<file path="src/rtl/uart_rx.sv">
// UART receiver: two-flop input synchronizer, mid-bit sampling FSM with optional
// parity, and a single-entry output register with a valid/ready handshake.
module uart_rx #(
  parameter int unsigned CLKS_PER_BIT = 50000000 / 115200,
  parameter int unsigned BITS_N       = 8,
  parameter int unsigned PARITY_TYPE  = 0
) (
  input  logic              clk,
  input  logic              rst_n,
  input  logic              uart_in,
  input  logic              ready_in,
  output logic [BITS_N-1:0] data_rx,
  output logic              valid_out,
  output logic              parity_error,
  output logic              framing_error,
  output logic              overrun
);

  localparam int unsigned CNT_W = $clog2(CLKS_PER_BIT);
  localparam int unsigned IDX_W = $clog2(BITS_N + 1);
  localparam logic [CNT_W-1:0] HALF_LAST = CNT_W'(CLKS_PER_BIT / 2 - 1);
  localparam logic [CNT_W-1:0] BIT_LAST  = CNT_W'(CLKS_PER_BIT - 1);
  localparam logic [IDX_W-1:0] IDX_LAST  = IDX_W'(BITS_N - 1);

  typedef enum logic [2:0] {
    IDLE       = 3'd0,
    START_BIT  = 3'd1,
    DATA_BITS  = 3'd2,
    PARITY_BIT = 3'd3,
    STOP_BIT   = 3'd4
  } state_t;

  state_t            state_q;
  state_t            state_d;
  logic              rx_meta;
  logic              rx_s;
  logic              rx_prev;
  logic [CNT_W-1:0]  cnt_q;
  logic [IDX_W-1:0]  idx_q;
  logic [BITS_N-1:0] shift_q;
  logic              parity_bad_q;

  logic fall_c;
  logic bit_end_c;
  logic data_sample_c;
  logic parity_sample_c;
  logic stop_sample_c;
  logic framing_drop_c;
  logic parity_drop_c;
  logic frame_good_c;
  logic handshake_c;
  logic expected_parity_c;

  // Synchronizer plus one extra flop for falling-edge detection
  always_ff @(posedge clk) begin
    if (!rst_n) begin
      rx_meta <= 1'b1;
      rx_s    <= 1'b1;
      rx_prev <= 1'b1;
    end else begin
      rx_meta <= uart_in;
      rx_s    <= rx_meta;
      rx_prev <= rx_s;
    end
  end

  always_ff @(posedge clk) begin
    if (!rst_n) begin
      state_q <= IDLE;
    end else begin
      state_q <= state_d;
    end
  end

  always_comb begin
    state_d = state_q;
    case (state_q)
      IDLE: begin
        if (fall_c) state_d = START_BIT;
      end
      START_BIT: begin
        if (cnt_q == HALF_LAST) state_d = rx_s ? IDLE : DATA_BITS;
      end
      DATA_BITS: begin
        if (bit_end_c && (idx_q == IDX_LAST))
          state_d = (PARITY_TYPE != 0) ? PARITY_BIT : STOP_BIT;
      end
      PARITY_BIT: begin
        if (bit_end_c) state_d = STOP_BIT;
      end
      STOP_BIT: begin
        if (bit_end_c) state_d = IDLE;
      end
      default: state_d = IDLE;
    endcase
  end

  always_comb begin
    fall_c          = rx_prev & ~rx_s;
    bit_end_c       = (cnt_q == BIT_LAST);
    data_sample_c   = 1'b0;
    parity_sample_c = 1'b0;
    stop_sample_c   = 1'b0;
    case (state_q)
      DATA_BITS:  data_sample_c   = bit_end_c;
      PARITY_BIT: parity_sample_c = bit_end_c;
      STOP_BIT:   stop_sample_c   = bit_end_c;
      default:    ;
    endcase
    // A low stop bit outranks a parity mismatch so only one error is reported
    framing_drop_c    = stop_sample_c & ~rx_s;
    parity_drop_c     = stop_sample_c & rx_s & parity_bad_q;
    frame_good_c      = stop_sample_c & rx_s & ~parity_bad_q;
    handshake_c       = valid_out & ready_in;
    expected_parity_c = (PARITY_TYPE == 1) ? ~^shift_q : ^shift_q;
  end

  // Bit timing counter restarts on each state entry and after each data sample
  always_ff @(posedge clk) begin
    if (!rst_n) begin
      cnt_q        <= '0;
      idx_q        <= '0;
      shift_q      <= '0;
      parity_bad_q <= 1'b0;
    end else begin
      if ((state_q == IDLE) || (state_d != state_q) || data_sample_c) begin
        cnt_q <= '0;
      end else begin
        cnt_q <= cnt_q + CNT_W'(1);
      end
      if (state_d != state_q) begin
        idx_q <= '0;
      end else if (data_sample_c) begin
        idx_q <= idx_q + IDX_W'(1);
      end
      if (data_sample_c) begin
        shift_q <= {rx_s, shift_q[BITS_N-1:1]};
      end
      if (state_q == START_BIT) begin
        parity_bad_q <= 1'b0;
      end else if (parity_sample_c) begin
        parity_bad_q <= (rx_s != expected_parity_c);
      end
    end
  end

  // Output word register; a completion coinciding with a handshake refills it
  always_ff @(posedge clk) begin
    if (!rst_n) begin
      data_rx       <= '0;
      valid_out     <= 1'b0;
      parity_error  <= 1'b0;
      framing_error <= 1'b0;
      overrun       <= 1'b0;
    end else begin
      parity_error  <= parity_drop_c;
      framing_error <= framing_drop_c;
      overrun       <= frame_good_c & valid_out & ~ready_in;
      if (frame_good_c && (!valid_out || ready_in)) begin
        data_rx   <= shift_q;
        valid_out <= 1'b1;
      end else if (handshake_c) begin
        valid_out <= 1'b0;
      end
    end
  end

endmodule

</file>
<file path="config.mk">
export PLATFORM = sky130hd
export DESIGN_NAME = uart_rx
export DESIGN_NICKNAME = d
export VERILOG_FILES = /design/src/rtl/uart_rx.sv
export SDC_FILE = /design/constraint.sdc
export NUM_CORES = 1
export LEC_CHECK = 0
export BUFFER_PORTS_ARGS = -buffer_cell sky130_fd_sc_hd__buf_4
export CORE_UTILIZATION = 58
export DETAILED_ROUTE_END_ITERATION = 6
export PLACE_DENSITY = 0.78
export RECOVER_POWER = 25
export SLEW_MARGIN = 5
export SYNTH_ARGS = -nofsm -noshare
export SYNTH_HDL_FRONTEND = slang
export SYNTH_SLANG_ARGS = --single-unit
</file>
<file path="constraint.sdc">
create_clock -name clk -period 1.7 [get_ports clk]
set_input_delay 0.34 -clock clk [delete_from_list [all_inputs] [get_ports clk]]
set_output_delay 0.34 -clock clk [all_outputs]
set_load 0.01 [all_outputs]
</file>
Word-level counts from Yosys, hierarchy flattened

Cells that the tools add are included.

Add/subtract/negate cells: 2
Equality and inequality tests: 9
Muxes and demuxes: 12
Bitwise logic cells: 12
Reduce and logical (&&, ||, !) cells: 12

Operators by type and width:

| operator            | count |
|---|---|
| $mux 3              | 5 |
| $pmux 3 s5          | 1 |
| $add 9x1->9 const B | 1 |
| $eq 9x8->1 const B  | 1 |
| $eq 9x9->1 const B  | 1 |
| $and 1x1->1         | 8 |
| $reduce_xor 8->1    | 1 |
| $eq 3x2->1 const B  | 2 |
| $reduce_or 2->1     | 3 |
| $mux 1              | 5 |
| $add 4x1->4 const B | 1 |
| $eq 4x3->1 const B  | 1 |
| $not 1->1           | 4 |
| $eq 3x1->1 const B  | 1 |
| $eq 3x3->1 const B  | 1 |
| $logic_not 3->1     | 1 |
| $logic_or 1x1->1    | 3 |
| $ne 3x3->1          | 1 |
| $logic_and 1x1->1   | 2 |
| $mux 2              | 1 |
| $reduce_bool 2->1   | 1 |
| $logic_not 1->1     | 1 |
| $ne 1x1->1          | 1 |

Register bits: 40
Input bits: 4
Output and inout port bits: 12

Longest topological paths before layout

Gate-level depths: netlist of run 1.

Depth after elaboration: 8
Gate-level depth with buffers: 8
Mapped depth without buffers: 6

Least setup slack after synthesis of run 1

Ideal clock, no wire load.

Kind: register to register
From: reg cnt_q[0]
To: reg data_rx[7]
Data arrival time: 1402 ps
Required time: 1568 ps
Setup slack: 166 ps
Stages on the path, launching flop included: 7
Path buffers: 1
Period minus slack after synthesis: 1534 ps
Cell sequence: dfxtp_1 > ha_1 > and4bb_4 > buf_4 > nand4b_1 > o21ai_0 > a21oi_1

Longest elaborated chain between the ends: 5

Ends and longest elaborated chain:

| item                     | RTL line | text |
|---|---|---|
| start: declaration       | 38       | `logic [CNT_W-1:0] cnt_q;` |
| start signal: assignment | 129      | `cnt_q <= cnt_q + CNT_W'(1);` |
| $eq 9x9->1               | 100      | `bit_end_c = (cnt_q == BIT_LAST);` |
| $mux 1                   | 104      | `case (state_q)` |
| $and 1x1->1 (2 in a row) | 113      | `frame_good_c = stop_sample_c & rx_s & ~parity_bad_q;` |
| $logic_and 1x1->1        | 159      | `if (frame_good_c && (!valid_out \|\| ready_in)) begin` |
| end signal: assignment   | 160      | `data_rx <= shift_q;` |
| end: declaration         | 12       | `output logic [BITS_N-1:0] data_rx,` |

Every way passes these cells.
A chain may end at the register's enable or synchronous reset.

Worst setup path in the final report of run 1

From: reg cnt_q[1]
To: reg cnt_q[7]

Longest elaborated chain between the ends: 8

Ends and longest elaborated chain:

| item                          | RTL line | text |
|---|---|---|
| $eq 9x9->1                    | 100      |  |
| $logic_and 1x1->1             | 85       | `if (bit_end_c && (idx_q == IDX_LAST))` |
| $mux 3                        | 85       |  |
| $pmux 3 s5                    | 77       | `case (state_q)` |
| $ne 3x3->1                    | 126      | `if ((state_q == IDLE) \|\| (state_d != state_q) \|\| data_sample_c) begin` |
| $logic_or 1x1->1 (2 in a row) | 126      |  |
| $reduce_or 2->1 (no line)     | --       |  |

Parallel ways exist; a longest one is shown, timed or not.

==> impl_metrics.toml, run 1 <==
[floorplan]
core_mm2 = 0.003153
ios = 16
dieHeight_um = 60.38
initial_util_pct = 62.70
std_cell_rows = 20
chipWidth_um = 60.38
die_area_mm2 = 0.003646

[synth]
syn-instance-count = 195
netlist-cell-type-count = 53
yosysTopAreaCell = "dfxtp_1"
netlist_area_mm2 = 0.001977
synthesis.nets = 203
synthesis.area_per_instance_um2 = 10.14
synth.yosys.warnings = 0
synth-main-ff-cell = "dfxtp_1"
synth.top_cells.by_area = "dfxtp_1 (41%), mux2i_1 (4.6%), nand4b_1 (4.0%)"
synth_largest_type_area_fraction_pct = 40.51
synth_enable_flop_cells = 0
fraction_of_registers_with_async_set_reset_pct = 0
yosysSeqAreaShare_pct = 40.51
synth_seq_cells = 40

[setup_path]
worstSetupEndpointType = "flop"
crit_path_max_fanout = 7
timing.reg2reg.worst_path_depth = 7
r2r_setup_slk_ns = 0.04
reg2reg_from = "cnt_q[1]"
cp.arrival_ns = 1.94
start_point_of_the_critical_path = "cnt_q[1]"
setup.worst_path.end = "cnt_q[7]"
worst-setup-path-type = "reg -> reg"
r2r-end = "cnt_q[7]"
startpoint_type = "flop"
critPathRequiredTime_ns = 1.98

[cts]
h-tree-depth = 2
numClockSinks = 40
cts-hold-fix-buffers = 0
cts-root-buf = "clkbuf_4"
tritoncts = "yes"
clkLatencyLatePin_ns = 0.36
clock_tree.buffer_depth = 2
cts.clk_slew.worst_paths_ns = 0.12
tritoncts.num_buffers = 5

[drt]
drc_errors = 0
detail-route-antenna-nets = 0
finalWirelength_um = 4174
wl_per_cell_um = 15.99
router_iterations_before_antenna_repair = 4
drt-vias-per-instance = 6.080
detail_route.iter0.violations = 117
detailroute.via_count = 1587

[cells_and_area]
num_antenna_cells = 0
final-instance-count-excl-fill = 261
layout-drive-gt1-share_pct = 26.73
area_growth_syn_to_layout_pct = 18.23
fillCellCount = 234
num-nets-final = 224
fin_util_pct = 74.13

[timing]
setup_violations = 0
finalCriticalPeriod_ns = 1.661
report.final.slew_viol_count = 0
hold_ws_ns = 0.1586
tightestPinTransition_ns = 0.4592
achievable-frequency_ghz = 0.6020
setup_tns_ns = 0
max_slew_margin_pct = 69.32
final_min_period_over_clock_period_pct = 97.71
finalClockSkew_ns = 0.01497
final_hold_viol_count = 0

[global_routing]
grt_pass1_vias = 1356
use_met2_pct = 35.64
grt_use_met1_pct = 30.52
gr-usage-met3_pct = 5.117
pin_count_of_the_biggest_net_entering_global_routing = 18
gr-usage-all-layers_pct = 22.75
grt_pass1_wl_um = 6127
number_of_antenna_violations_at_the_first_check_in_global_routing = 0
layer_with_the_highest_usage_after_global_routing = "met2"
gr-total-overflow = 0

[pwr]
total_leakage_power_nw = 0.8582
power_density_mw_per_mm2 = 730.9
fin_total_pwr_w = 0.001708
ir_drop_uv = 413.5

[status]
run_status = "completed"

[place]
dp.cells = 249
gp_congestion = 0.8590
placement.io_buffers = 15
hpwl_um = 2644

[min_path]
worst_hold_path_type = "in -> reg"

[flow_run]
max_cap_viol_count = 0
==> final cells by class <==
cell class	count	area, µm²	share of cell area [%]
well taps	44	55.05	2.355
inverters	4	15.01	0.6424
repair buffers	24	162.7	6.959
clock buffers	6	51.30	2.195
flip-flops and latches	40	814.5	34.85
multi-input cells	141	1200	51.34
clock inverters	2	38.79	1.660
==> stage by stage <==
step                      setup slack (ns)  cell area [µm²]
after floorplan                     0.1656             1977
after global placement             0.03791             2110
after detailed placement          -0.03651             2110
after CTS                         0.007016             2213
after global routing              -0.04273             2337
final                              0.03899             2337
==> kinds of logic (layout without fill, tap and decap cells) <==
| logic type | Yosys count | in the layout | synth area share (%) |
|---|---|---|---|
| AO/OA/AOI/OAI | 33 | 33 | 11.77 |
| buffers and inverters | 16 | 36 | 5.189 |
| AND/OR/NAND/NOR | 77 | 79 | 27.66 |
| adder cells (fa/ha/maj) | 4 | 4 | 2.532 |
| multiplexers | 9 | 9 | 4.557 |
| flip-flops | 40 | 40 | 40.51 |
| XOR/XNOR | 16 | 16 | 7.785 |
==> per-layer routing <==
metal	vias up	routed length, µm
li1	762	-
met1	759	1961
met2	55	1902
met3	11	243
met4	0	65
met5	-	0
==> worst min path at each step <==
stage | startpoint | end | cells after the start
4_1_cts | uart_in | rx_meta | 2
6_report | uart_in | rx_meta | 2
5_1_grt | uart_in | rx_meta | 2
3_3_place_gp | rx_meta | rx_s | 1
2_1_floorplan | rx_meta | rx_s | 1
3_5_place_dp | rx_meta | rx_s | 1
==> flip-flops by register name (all words and copies together), names as in the netlist <==
signal	count
rx_s	1
rx_prev	1
rx_meta	1
parity_error	1
parity_bad_q	1
shift_q	8
data_rx	8
state_q	3
overrun	1
valid_out	1
framing_error	1
cnt_q	9
idx_q	4
==> power by group <==
| group | leakage (nW) | internal (W) | switching, W |
|---|---|---|---|
| logic | 0.483 | 0.0000352 | 0.0000406 |
| registers | 0.327 | 0.000940 | 0.00000787 |
| clock network | 0.0484 | 0.000352 | 0.000332 |
| total | 0.858 | 0.00133 | 0.000380 |
==> what timing repair did <==
action | 4_1_cts | 5_1_grt
cloned | 0 | 3
pin swaps | 0 | 6
buffers inserted | 0 | 2
setup endpoints to repair | 10 | 29
gates resized for setup | 3 | 26
==> worst max-delay path, cell delays in order, from the launching register on <==
cell      delay (ns)
dfxtp_2         0.37
inv_2           0.06
ha_4            0.15
and4bb_4        0.24
a211oi_2        0.26
nor3_2          0.10
buf_6           0.14
nor4_4          0.26
==> Yosys cell counts, types with 4 or more instances <==
library cell / n
dfxtp_1: 40
nor2_1: 13
a21oi_1: 11
mux2i_1: 9
nand4b_1: 9
nor4_1: 8
o21ai_0: 8
xnor2_1: 8
xor2_1: 7
and4_1: 5
nand2b_1: 5
buf_6: 4
clkbuf_1: 4
ha_1: 4
nand3_1: 4
nor3_1: 4
==> placed cells by master, fill, tap and decap left out, types with 2 or more instances in the layout <==
cell type  count
a21oi_1       11
a21oi_4        2
and3_1         3
and4_1         4
buf_4         13
clkbuf_1       9
clkbuf_4       5
dfxtp_1       33
dfxtp_2        5
dfxtp_4        2
ha_1           2
inv_1          2
mux2i_1        9
nand2_1        3
nand2b_1       5
nand3_1        4
nand4_1        3
nand4b_1       9
nor2_1        13
nor3_1         4
nor4_1         2
nor4_2         4
nor4_4         2
o21a_1         3
o21ai_0        8
xnor2_1        8
xor2_1         7
Note: power is estimated with default switching activity, not from simulation.
==> inputs of run 2 (changes only) <==
- BUFFER_PORTS_ARGS: -buffer_cell sky130_fd_sc_hd__buf_4 -> default
- CORE_UTILIZATION: 58 -> 60
- DONT_BUFFER_PORTS: default -> 1
- PLACE_DENSITY: 0.78 -> 0.76
==> impl_metrics.toml, run 2 (synthesized netlist as in run 1, its figures left out) <==
[floorplan]
std_cell_rows = 20
chipWidth_um = 59.40
dieHeight_um = 59.40
core_mm2 = 0.003078
die_area_mm2 = 0.003528
initial_util_pct = 64.23
ios = 16

[cts]
h-tree-depth = 2
tritoncts = "yes"
cts-root-buf = "clkbuf_4"
cts-hold-fix-buffers = 0
cts.clk_slew.worst_paths_ns = 0.11
numClockSinks = 40
clock_tree.buffer_depth = 2
clkLatencyLatePin_ns = 0.36
tritoncts.num_buffers = 5

[drt]
drt-vias-per-instance = 6.349
wl_met1_um = 2081
router_iterations_before_antenna_repair = 4
detailroute.via_count = 1638
detail-route-antenna-nets = 0
routed.top_layer = "met4"
wl_per_cell_um = 18.96
wl_met2_um = 2379
detailroute.wirelength.met3_um = 298
drc_errors = 0
detail_route.iter0.violations = 101
finalWirelength_um = 4892

[setup_path]
cp.arrival_ns = 2.05
startpoint_type = "flop"
r2r_setup_slk_ns = -0.11
critPathRequiredTime_ns = 1.94
crit_path_max_fanout = 8
worstSetupEndpointType = "flop"
worst-setup-path-type = "reg -> reg"

[global_routing]
gr-total-overflow = 0
pin_count_of_the_biggest_net_entering_global_routing = 15
number_of_antenna_violations_at_the_first_check_in_global_routing = 0
gr-usage-all-layers_pct = 24.19
grt_pass1_vias = 1377
grt_pass1_wl_um = 6320

[place]
hpwl_um = 2691
gp_congestion = 0.8484
dp_slack_ns = -0.05353
placement.io_buffers = 0
dpl_cell_area_mm2 = 0.002019

[cells_and_area]
largest_reg_flops = 9
largest-register = "cnt_q"
area_growth_syn_to_layout_pct = 19.87
layout-drive-gt1-share_pct = 30.37
fin_util_pct = 76.99
num_antenna_cells = 0
num-nets-final = 222
stdcell_area_mm2 = 0.002370
fillCellCount = 190
largestRegisters = "cnt_q: 9 flops, data_rx: 8 flops, shift_q: 8 flops"
mostFrequentLayoutCell = "dfxtp_1"
final_cell_mix = "dfxtp_1 (34), buf_4 (17), nor2_1 (13), a21oi_1 (11)"

[status]
violations_in_the_final_reports = "setup timing"
run_status = "finished, violations left"

[pwr]
total_leakage_power_nw = 0.8834
switching_power_total_w = 0.0003528
pwr-share-seq_pct = 63.9
pwr-share-comb_pct = 5.5
power_density_mw_per_mm2 = 625.0
power_frac_clock_pct = 30.5
sw_ratio_pct = 23.82
internal_power_w = 0.001128
ir_drop_uv = 529.9

[timing]
finalClockSkew_ns = 0.008734
setup_violations = 6
setup_ws_ns = -0.1130
achievable-frequency_ghz = 0.5516
finalCriticalPeriod_ns = 1.813
tightestPinTransition_ns = 0.4977
report.final.slew_viol_count = 0
final_min_period_over_clock_period_pct = 106.6
final_hold_viol_count = 0
grt_setup_unrepaired = "yes"
max_slew_margin_pct = 66.70

[min_path]
worst_hold_path_type = "in -> reg"

[flow_run]
max_cap_viol_count = 0
[run 2: worst paths after layout]
kind | start | endpoint | depth (start not counted)
setup / recovery | cnt_q[0] | cnt_q[2] | 8
hold / removal | rst_n | rx_meta | 1
setup reg to reg | cnt_q[0] | cnt_q[2] | 8
hold reg to reg | rx_meta | rx_s | 1
[run 2: cell type report]
cell class	instances	area (µm²)	share of cell area (%)
Clock buffer	5	37.54	1.584
Clock inverter	2	12.51	0.5280
Inverter	4	15.01	0.6336
Multi-Input combinational cell	141	1237	52.22
Sequential cell	40	810.8	34.21
Tap cell	44	55.05	2.323
Timing Repair Buffer	22	201.4	8.501
[run 2: metal layers]
layer | up-vias | global-route usage [%]
li1 | 759 | -
met1 | 798 | 32.25
met2 | 68 | 36.28
met3 | 13 | 6.987
met4 | 0 | 10.20
met5 | - | 0
[run 2: power groups by stage]
stage	clock network (W)	registers (W)	logic, W
after global placement	0	0.000968	0.0000528
after global routing	0.000510	0.000948	0.0000867
final	0.000452	0.000947	0.0000818
after floorplan	0	0.000965	0.0000463
after detailed placement	0	0.000968	0.0000540
after CTS	0.000468	0.000947	0.0000544
[run 2: worst max-delay path, stage by stage, from the launching register on]
cell,delay [ns]
dfxtp_4,0.40
inv_1,0.06
ha_1,0.20
nor4b_4,0.13
buf_4,0.15
a21oi_4,0.18
nor3_4,0.09
buf_12,0.15
nor4_1,0.34
[run 2: timing repair]
item	in CTS	in global routing
setup endpoints to repair	13	22
setup buffers	0	13
gates resized for setup	4	28
cloned	0	2
pin swaps	1	15
[run 2: per-stage QoR]
| stage | TNS, ns | hold slack [ns] | instances | power (W) |
|---|---|---|---|---|
| final | -0.2136 | 0.05171 | 258 | 0.001481 |
| after global routing | -0.6302 | 0.02536 | 258 | 0.001545 |
| after CTS | 0 | 0.03911 | 244 | 0.001469 |
| after detailed placement | -0.1286 | 0.4060 | 237 | 0.001022 |
| after global placement | 0 | 0.4006 | 237 | 0.001020 |
| after floorplan | 0 | 0.3863 | 195 | 0.001012 |
